==> config.mk <==
export PLATFORM = sky130hd
export DESIGN_NAME = dvs_aer_rx_fifo
export DESIGN_NICKNAME = d
export VERILOG_FILES = /design/src/rtl/dvs_aer_rx_fifo.sv
export SDC_FILE = /design/constraint.sdc
export NUM_CORES = 1
export LEC_CHECK = 0
export CAP_MARGIN = 10
export CELL_PAD_IN_SITES_DETAIL_PLACEMENT = 0
export CELL_PAD_IN_SITES_GLOBAL_PLACEMENT = 1
export CORE_MARGIN = 1.5
export CORE_UTILIZATION = 44
export CTS_CLUSTER_SIZE = 25
export DETAILED_ROUTE_END_ITERATION = 10
export PLACE_DENSITY_LB_ADDON = 0.12
export SLEW_MARGIN = 40
export SYNTH_ARGS = -nofsm -noshare
export SYNTH_HDL_FRONTEND = slang
export SYNTH_SLANG_ARGS = --single-unit
==> constraint.sdc <==
create_clock -name clk -period 6.35 [get_ports clk]
set_input_delay 1.27 -clock clk [delete_from_list [all_inputs] [get_ports clk]]
set_output_delay 1.27 -clock clk [all_outputs]
set_load 0.005 [all_outputs]
==> src/rtl/dvs_aer_rx_fifo.sv <==
// dvs_aer_rx_fifo
//
// AER receiver for the DVS camera link. The asynchronous 4-phase REQ/ACK bus
// is synchronised. Each X/polarity word is paired with the most recent
// Y word and the timestamp taken when that Y word arrived. Completed events
// go into a first-word-fall-through FIFO, which the consumer drains through
// a valid/ready interface. The camera is never stalled. If an event cannot
// be stored, it is dropped and counted.
//
// Optional feature macro: DVS_AER_RX_TIMEOUT_EN
//   When this macro is defined, a watchdog counts the cycles spent in ACK_WAIT.
//   If REQ stays high for TIMEOUT_CYCLES cycles, the sticky timeout_err flag
//   is set. When the macro is not defined, timeout_err is tied low.
//
// Ports:
//   clk          single clock
//   rst          synchronous active-high reset
//   aer          AER data bus (asynchronous)
//   xsel         1 = X/polarity word, 0 = Y word (asynchronous)
//   req          AER request (asynchronous, active-high)
//   time_us      free-running microsecond time
//   ack          AER acknowledge
//   ev_valid     FIFO head holds an event
//   ev_ready     consumer accepts the head
//   ev_x/ev_y/ev_ts/ev_pol  head event fields
//   fifo_count   FIFO occupancy
//   drop_count   dropped events, saturating
//   timeout_err  sticky REQ-stuck flag
module dvs_aer_rx_fifo #(
  parameter int AER_BITS       = 10,
  parameter int X_BITS         = 9,
  parameter int Y_BITS         = 8,
  parameter int TS_BITS        = 32,
  parameter int SETUP_CYCLES   = 3,
  parameter int FIFO_DEPTH     = 8,
  parameter int TIMEOUT_CYCLES = 1024
) (
  input  logic                          clk,
  input  logic                          rst,
  input  logic [AER_BITS-1:0]           aer,
  input  logic                          xsel,
  input  logic                          req,
  input  logic [TS_BITS-1:0]            time_us,
  output logic                          ack,
  output logic                          ev_valid,
  input  logic                          ev_ready,
  output logic [X_BITS-1:0]             ev_x,
  output logic [Y_BITS-1:0]             ev_y,
  output logic [TS_BITS-1:0]            ev_ts,
  output logic                          ev_pol,
  output logic [$clog2(FIFO_DEPTH):0]   fifo_count,
  output logic [15:0]                   drop_count,
  output logic                          timeout_err
);

  localparam int PTR_W = $clog2(FIFO_DEPTH);
  localparam int E_W   = X_BITS + Y_BITS + TS_BITS + 1;
  localparam int SC_W  = (SETUP_CYCLES > 1) ? $clog2(SETUP_CYCLES) : 1;
  localparam logic [SC_W-1:0] SETUP_LAST = SC_W'((SETUP_CYCLES > 0) ? SETUP_CYCLES - 1 : 0);

  localparam logic [1:0] ST_IDLE     = 2'd0;
  localparam logic [1:0] ST_SETUP    = 2'd1;
  localparam logic [1:0] ST_CAPTURE  = 2'd2;
  localparam logic [1:0] ST_ACK_WAIT = 2'd3;

  // Two-flop synchronisers. Only the *_s_q copies are used by the logic below.
  logic [AER_BITS-1:0] aer_meta_q, aer_s_q;
  logic                xsel_meta_q, xsel_s_q, req_meta_q, req_s_q;

  always_ff @(posedge clk) begin
    if (rst) begin
      aer_meta_q  <= '0;
      aer_s_q     <= '0;
      xsel_meta_q <= 1'b0;
      xsel_s_q    <= 1'b0;
      req_meta_q  <= 1'b0;
      req_s_q     <= 1'b0;
    end else begin
      aer_meta_q  <= aer;
      aer_s_q     <= aer_meta_q;
      xsel_meta_q <= xsel;
      xsel_s_q    <= xsel_meta_q;
      req_meta_q  <= req;
      req_s_q     <= req_meta_q;
    end
  end

  // Handshake FSM
  logic [1:0]      state_q, state_d;
  logic [SC_W-1:0] setup_cnt_q, setup_cnt_d;

  always_comb begin
    state_d     = state_q;
    setup_cnt_d = setup_cnt_q;
    case (state_q)
      ST_IDLE: begin
        if (req_s_q) begin
          setup_cnt_d = '0;
          state_d     = (SETUP_CYCLES == 0) ? ST_CAPTURE : ST_SETUP;
        end
      end
      ST_SETUP: begin
        if (setup_cnt_q == SETUP_LAST) state_d = ST_CAPTURE;
        else                           setup_cnt_d = setup_cnt_q + 1'b1;
      end
      ST_CAPTURE:  state_d = ST_ACK_WAIT;
      ST_ACK_WAIT: if (!req_s_q) state_d = ST_IDLE;
      default:     state_d = ST_IDLE;
    endcase
  end

  always_ff @(posedge clk) begin
    if (rst) begin
      state_q     <= ST_IDLE;
      setup_cnt_q <= '0;
    end else begin
      state_q     <= state_d;
      setup_cnt_q <= setup_cnt_d;
    end
  end

  // ack is decoded directly from the state register, so it is glitch-free
  // towards the camera.
  assign ack = (state_q == ST_CAPTURE) || (state_q == ST_ACK_WAIT);

  logic capture;
  assign capture = (state_q == ST_CAPTURE);

  // Most recent Y word and its timestamp. These are shared by every
  // X word that follows.
  logic [Y_BITS-1:0]  y_q;
  logic [TS_BITS-1:0] ts_q;
  logic               y_seen_q;

  always_ff @(posedge clk) begin
    if (rst) begin
      y_q      <= '0;
      ts_q     <= '0;
      y_seen_q <= 1'b0;
    end else if (capture && !xsel_s_q) begin
      y_q      <= aer_s_q[Y_BITS-1:0];
      ts_q     <= time_us;
      y_seen_q <= 1'b1;
    end
  end

  // Event FIFO. The read is combinational so that the head entry is
  // visible on ev_* as soon as ev_valid is set (first-word-fall-through).
  logic [E_W-1:0]   mem_q [FIFO_DEPTH];
  logic [PTR_W-1:0] wr_ptr_q, rd_ptr_q;
  logic [PTR_W:0]   count_q;
  logic [15:0]      drop_q;
  logic             full, pop, push_req, push, drop;
  logic [E_W-1:0]   head;

  assign full     = (count_q == (PTR_W+1)'(FIFO_DEPTH));
  assign pop      = ev_valid && ev_ready;
  assign push_req = capture && xsel_s_q;
  // A pop in the same cycle frees the slot, so a full FIFO still accepts the push.
  assign push     = push_req && y_seen_q && (!full || pop);
  assign drop     = push_req && !push;

  always_ff @(posedge clk) begin
    if (push) mem_q[wr_ptr_q] <= {aer_s_q[X_BITS:1], y_q, ts_q, aer_s_q[0]};
  end

  // Pointers wrap naturally because FIFO_DEPTH is a power of two.
  always_ff @(posedge clk) begin
    if (rst) begin
      wr_ptr_q <= '0;
      rd_ptr_q <= '0;
      count_q  <= '0;
      drop_q   <= '0;
    end else begin
      if (push) wr_ptr_q <= wr_ptr_q + 1'b1;
      if (pop)  rd_ptr_q <= rd_ptr_q + 1'b1;
      case ({push, pop})
        2'b10:   count_q <= count_q + 1'b1;
        2'b01:   count_q <= count_q - 1'b1;
        default: count_q <= count_q;
      endcase
      if (drop && (drop_q != 16'hFFFF)) drop_q <= drop_q + 16'd1;
    end
  end

  assign head       = mem_q[rd_ptr_q];
  assign ev_pol     = head[0];
  assign ev_ts      = head[TS_BITS:1];
  assign ev_y       = head[TS_BITS+Y_BITS:TS_BITS+1];
  assign ev_x       = head[E_W-1:E_W-X_BITS];
  assign ev_valid   = (count_q != '0);
  assign fifo_count = count_q;
  assign drop_count = drop_q;

`ifdef DVS_AER_RX_TIMEOUT_EN
  // Watchdog: counts consecutive ACK_WAIT cycles and saturates at the limit.
  localparam int TO_W = $clog2(TIMEOUT_CYCLES + 1);
  logic [TO_W-1:0] to_cnt_q;
  logic            timeout_q;

  always_ff @(posedge clk) begin
    if (rst) begin
      to_cnt_q  <= '0;
      timeout_q <= 1'b0;
    end else if (state_q == ST_ACK_WAIT) begin
      if (to_cnt_q != TO_W'(TIMEOUT_CYCLES)) to_cnt_q <= to_cnt_q + 1'b1;
      if (to_cnt_q == TO_W'(TIMEOUT_CYCLES - 1)) timeout_q <= 1'b1;
    end else begin
      to_cnt_q <= '0;
    end
  end

  assign timeout_err = timeout_q;
`else
  // The watchdog is not built. TIMEOUT_CYCLES is positive, so this
  // comparison is constant zero.
  assign timeout_err = (TIMEOUT_CYCLES < 0);
`endif

endmodule

==> results of run 1 <==
-- per-layer routing --
| layer | up-vias | routed length (µm) | track usage |
|---|---|---|---|
| li1 | 4241 | - | - |
| met1 | 4746 | 18000 | 0.257 |
| met2 | 182 | 17600 | 0.279 |
| met3 | 46 | 1570 | 0.0311 |
| met4 | 0 | 662 | 0.0496 |
| met5 | - | 0 | 0 |
-- report_power, final --
| group | switching, W | total (W) | internal (W) |
|---|---|---|---|
| logic | 0.000337 | 0.000761 | 0.000424 |
| clock network | 0.00117 | 0.00292 | 0.00175 |
| registers | 0.000117 | 0.00371 | 0.00360 |
| total | 0.00163 | 0.00740 | 0.00577 |
-- sequential cells by signal, summed over array words and instances, names as in the netlist, named ones only --
register / flops
aer_s_q: 10
req_s_q: 1
mem_q: 400
drop_count: 16
aer_meta_q: 10
y_q: 8
fifo_count: 4
req_meta_q: 1
ts_q: 32
rd_ptr_q: 3
xsel_s_q: 1
xsel_meta_q: 1
y_seen_q: 1
setup_cnt_q: 2
wr_ptr_q: 3
state_q: 2
-- how the worst min path moves through the flow --
stage | start | to | slack, ns | cells after the start
final | aer_meta_q[3] | aer_s_q[3] | 0.43 | 1
after global routing | aer_meta_q[8] | aer_s_q[8] | 0.45 | 1
after CTS | aer_meta_q[3] | aer_s_q[3] | 0.44 | 1
after detailed placement | aer_meta_q[3] | aer_s_q[3] | 0.42 | 1
after global placement | aer_meta_q[4] | aer_s_q[4] | 0.42 | 1
after floorplan | aer_meta_q[0] | aer_s_q[0] | 0.41 | 1
-- cell families (layout without fill, tap and decap cells) --
kind of cell             count (synthesis)  after routing  share of synthesized area
AO/OA/AOI/OAI                           77             77                     0.0262
XOR/XNOR                                13             13                    0.00607
adder cells (fa/ha/maj)                 11             11                    0.00773
buffers and inverters                   61            243                     0.0131
flip-flops                             498            498                      0.745
multiplexers                           156            156                      0.153
other                                    1              1                   0.000200
AND/OR/NAND/NOR                        195            195                     0.0488
-- synthesized netlist by cell type, types with 5 or more instances --
master | n | share of area
mux4_2 | 100 | 0.12
edfxtp_1 | 400 | 0.64
nor2_1 | 33 | 0.0066
buf_2 | 10 | 0.0027
nor3_1 | 5 | 0.0013
nor2b_1 | 28 | 0.0093
o21ai_0 | 6 | 0.0016
inv_1 | 11 | 0.0022
nand2b_1 | 7 | 0.0023
nand2_1 | 92 | 0.018
dfxtp_1 | 98 | 0.10
or3_1 | 5 | 0.0017
nand3_1 | 6 | 0.0016
xor2_1 | 11 | 0.0051
mux2i_1 | 6 | 0.0032
ha_1 | 10 | 0.0067
clkbuf_1 | 37 | 0.0074
a21oi_1 | 49 | 0.013
mux2_2 | 50 | 0.030
-- final cells by class --
cell class | instances | area (µm²) | share of cell area
inverter | 11 | 41.3 | 0.00184
multi-input combinational | 453 | 4610 | 0.206
clock buffer | 71 | 1450 | 0.0647
timing repair buffer | 139 | 1470 | 0.0655
tap | 539 | 674 | 0.0301
sequential | 498 | 14000 | 0.623
clock inverter | 22 | 203 | 0.00903
-- through the flow --
stage	cells	power, W	setup slack, ns	util	cell area, µm²
after floorplan	1012	0.00424	0.609	-	18800
after global placement	1635	0.00456	2.01	0.491	20600
after detailed placement	1639	0.00456	2.18	0.494	20800
after CTS	1732	0.00749	1.64	0.533	22400
after global routing	1733	0.00769	1.52	0.534	22400
final	1733	0.00740	1.78	0.534	22400
-- worst max-delay path, cell delays in order (launching register included) --
cell             delay, ns
dfxtp_4               0.69
buf_12                0.57
mux4_2                0.59
mux2_2                0.30
clkdlybuf4s50_1       0.50
==> summary.txt, run 1 <==
Yosys
  • Post-Syn Instances: about 1,000
  • Post-synth EDFFs: 400
  • Mean area per synthesized cell: around 19 µm²
  • Syn_nets: about 1,100
  • Ys Warns: 0
  • Post-synth ARST share: 0
  • Unique masters post-synth: 49
  • Mapped Area: around 19,000 µm²
  • Sequential-to-total area share from yosys stat: 0.745
  • Ys flop type: edfxtp_1
  • Number of synthesized register bits: 498

Setup path
  • Slack of the worst reg-to-reg path: roughly 3.2 ns
  • CP endpoint: ev_y[7]
  • FF-to-FF End: mem_q[2][27]
  • Critical Path Sink Type: primary output
  • Cells on worst reg2reg path: 8
  • Worst Path Required: about 5 ns
  • Startpoint Class: flop
  • Reg2Reg Launch Point: state_q[0]
  • WP data arrival: about 3.3 ns
  • Crit Path Class: reg -> out
  • Max FO, Critical Path: 76

GRT
  • First-pass GRT wire length: roughly 58,000 µm
  • Largest net degree at the start of global routing: 77
  • Overflow after GRT: 0
  • Initial antenna violation count: 0
  • Number of global-route vias before repair: about 9,600
  • GRT Util Overall: 0.178

Die
  • Initial core utilization: 0.446
  • Die height: 210 µm
  • Die Width: 210 µm
  • # IOs: between 100 and 150
  • # rows: 75
  • Die Area: 43,900 µm²
  • Core area: 42,000 µm²

Clocking
  • Clock root buffer: clkbuf_16
  • Worst-Skew Late Latency: approximately 0.57 ns
  • Reg clk slew, reported paths: approximately 0.06 ns
  • CTS max path bufs: 3
  • CTS tree: done
  • Clock buffer count from CTS: between 50 and 60
  • Post-CTS Hold Fix Bufs: 0
  • Post-cts resize count: 0
  • Clk sinks: approximately 500
  • H-tree Lvls: 2
  • Postcts setup bufs: 0

Route
  • Routed vias: between 9,000 and 10,000
  • Drt first pass iters: 4
  • Wirelength per Cell: roughly 22 µm
  • Post-DRT Antenna Nets: 0
  • DR iter-0 viols: between 500 and 600
  • DRT Wirelength: approximately 38,000 µm
  • Vias per cell: about 5.3
  • Residual DRC: 0

Power
  • VDD IR max: 199 µV
  • PD cells: ~330 nW/µm²
  • Static Leak: a little over 7 nW

Timing
  • Worst slew pin tran: between 0.8 and 0.9 ns
  • Fmax: ~220 MHz
  • Clock Skew: around 0.023 ns
  • Final Hold Vio Count: 0
  • Hold slack: about 0.43 ns
  • Final worst-path cycle share: 0.719
  • Setup-failing EPs final: 0
  • Max-slew violation count: 0
  • Final worst path period need: between 4 and 5 ns
  • Max_slew headroom: 0.450
  • RSZ-0062 raised after global routing: no
  • Setup TNS: 0 ns

Place
  • PortBufs: between 100 and 150
  • Post-DP HPWL: ~20,000 µm
  • Global placement routability congestion: slightly above 0.7

Cells and area
  • Commonest non-fill, non-tap cells in the layout: edfxtp_1, clkdlybuf4s50_1, mux4_2
  • Share of cells above drive strength 1: 0.220
  • Area Overhead vs Synth: 19.6%
  • Most common cell after layout, fill and taps aside: edfxtp_1
  • Nets@finish: roughly 1,200
  • Antenna Cells: 0
  • Fill cells: about 3,400

Run
  • Max_cap viols: 0

Outcome
  • Status: completed

Min path
  • Worst Hold Class: reg -> reg
Note: power is estimated with default switching activity, not from simulation.
==> run 2: changes to the inputs <==
clock period = 4.5 ns   (was 6.35 ns; I/O delays follow)
==> summary.txt, run 2 (synthesis results as in run 1) <==
Setup path
  • Worst Path Required: 3.60 ns (was 5.08 ns)
  • Max FO, Critical Path: 25 (was 76)
  • Crit Path Class: reg -> out (unchanged)
  • Startpoint Class: flop (unchanged)
  • Critical Path Sink Type: primary output (unchanged)
  • WP data arrival: 2.96 ns (was 3.30 ns)

Power
  • Clock share of power: 0.396 (was 0.395)
  • Combinational share of power: 0.104 (was 0.103)
  • PD cells: 467 nW/µm² (was 330 nW/µm²)
  • Static Leak: 7.12 nW (was 7.13 nW)
  • VDD IR max: 262 µV (was 199 µV)
  • Pint: 0.00816 W (was 0.00577 W)
  • Seq pwr share: 0.500 (was 0.502)
  • Switch share: 0.221 (was 0.220)
  • Sw Pwr: 0.00232 W (was 0.00163 W)

Cells and area
  • Multi-input logic area: 4620 µm² (was 4610 µm²)
  • Reg with most FFs: mem_q (unchanged)
  • Register area: 14,000 µm² (unchanged)
  • Share of cells above drive strength 1: 0.219 (was 0.220)
  • Design Area, Final: 22,500 µm² (was 22,400 µm²)
  • Nets@finish: 1,215 (was 1,212)
  • Most common cell after layout, fill and taps aside: edfxtp_1 (unchanged)
  • Commonest non-fill, non-tap cells in the layout: edfxtp_1, clkdlybuf4s50_1, mux4_2 (unchanged)
  • Count of non-filler cells in the finished layout: 1,740 (was 1,733)
  • Max FFs per register: 400 (unchanged)
  • Fill cells: 3,406 (was 3,358)
  • Antenna Cells: 0 (unchanged)
  • Area Overhead vs Synth: 19.7% (was 19.6%)

Place
  • Dpl cell area: 20,800 µm² (about the same)
  • Post-DP HPWL: 21,500 µm (was 20,400 µm)
  • Placed insts: 1,642 (was 1,639)
  • PortBufs: 118 (unchanged)
  • Global placement routability congestion: 0.695 (was 0.722)

Timing
  • Final worst-path cycle share: 0.857
  • Clock Skew: 0.0245 ns (was 0.0228 ns)
  • Final Hold Vio Count: 0 (unchanged)
  • Setup-failing EPs final: 0 (unchanged)
  • Max-slew violation count: 0 (unchanged)
  • RSZ-0062 raised after global routing: no (unchanged)
  • Max_slew headroom: 0.548 (was 0.450)
  • Worst slew pin tran: 0.678 ns (was 0.825 ns)
  • Setup TNS: 0 ns (unchanged)
  • Fmax: 259 MHz
  • Final worst path period need: about 3.9 ns

GRT
  • Largest net degree at the start of global routing: 78 (was 77)
  • GRT Util Overall: 0.175 (was 0.178)
  • Initial antenna violation count: 0 (unchanged)
  • Overflow after GRT: 0 (unchanged)
  • Number of global-route vias before repair: 9,634 (was 9,596)
  • First-pass GRT wire length: 57,900 µm (about the same)

Clocking
  • Clock root buffer: clkbuf_16 (unchanged)
  • Post-CTS Hold Fix Bufs: 0 (unchanged)
  • Postcts setup bufs: 0 (unchanged)
  • Clock buffer count from CTS: 52 (was 51)
  • Worst-Skew Late Latency: 0.58 ns (was 0.57 ns)
  • CTS max path bufs: 3 (unchanged)
  • H-tree Lvls: 2 (unchanged)
  • Post-cts resize count: 0 (unchanged)
  • CTS tree: done (unchanged)
  • Clk sinks: 498 (unchanged)
  • Reg clk slew, reported paths: 0.05 ns (was 0.06 ns)

Route
  • Residual DRC: 0 (unchanged)
  • Drt first pass iters: 4 (unchanged)
  • Vias per cell: 5.29 (was 5.32)
  • Wirelength per Cell: 21.2 µm (was 21.8 µm)
  • Routed vias: 9,210 (was 9,215)
  • DRT Wirelength: 37,000 µm (was 37,800 µm)
  • Post-DRT Antenna Nets: 0 (unchanged)
  • DR iter-0 viols: 563 (was 582)

Die
  • Die Area: 43,900 µm² (unchanged)
  • Core area: 42,000 µm² (unchanged)
  • Die Width: 210 µm (unchanged)
  • # IOs: 120 (unchanged)
  • Die height: 210 µm (unchanged)
  • Initial core utilization: 0.446 (unchanged)
  • # rows: 75 (unchanged)

Min path
  • Worst Hold Class: reg -> reg (unchanged)

Run
  • Max_cap viols: 0 (unchanged)

Outcome
  • Status: completed (unchanged)
-- run 2: cell types whose count changed in the layout (fill, tap and decap cells not counted), sizes merged --
cell    change
clkbuf      +4
clkinv      +2
buf         +2
inv         -1
-- run 2: cell type report --
cell class,count,area share
Multi-Input combinational cell,453,0.206
Sequential cell,498,0.623
Timing Repair Buffer,141,0.0653
Clock inverter,23,0.00941
Tap cell,539,0.0300
Clock buffer,75,0.0650
Inverter,11,0.00184
-- run 2: power groups by stage --
stage	Sequential (W)	Combinational [W]	Clock, W
6_report	0.00524	0.00109	0.00415
3_3_place_gp	0.00534	0.00111	0
2_1_floorplan	0.00525	0.000726	0
4_1_cts	0.00525	0.00112	0.00425
5_1_grt	0.00527	0.00120	0.00442
3_5_place_dp	0.00535	0.00111	0
-- run 2: per-layer routing --
metal,vias up,GRT usage,routed length (µm)
li1,4259,-,-
met1,4731,0.248,16900
met2,167,0.283,17900
met3,53,0.0298,1400
met4,0,0.0496,725
met5,-,0,0
-- run 2: final timing paths --
kind,startpoint,end,slack (ns),cells after the start
max,flop,ev_x[0],0.64,4
min,aer_meta_q[3],aer_s_q[3],0.43,1
max reg2reg,state_q[0],mem_q[0][27],1.55,7
min reg2reg,aer_meta_q[3],aer_s_q[3],0.43,1
-- run 2: stage by stage --
stage | setup slack, ns | total power [W] | hold WS [ns] | utilization
global placement | 0.949 | 0.00645 | 0.418 | 0.494
finish | 0.644 | 0.0105 | 0.433 | 0.534
detailed placement | 0.957 | 0.00646 | 0.420 | 0.495
global route | 0.458 | 0.0109 | 0.461 | 0.534
CTS | 0.511 | 0.0106 | 0.434 | 0.534
floorplan | 0.468 | 0.00598 | 0.414 | -
-- run 2: worst max-delay path: stages, from the launching register on --
cell and delay [ns]:
dfxtp_4 0.70, buf_4 0.39, mux4_2 0.53, mux2_2 0.31, clkdlybuf4s50_1 0.46
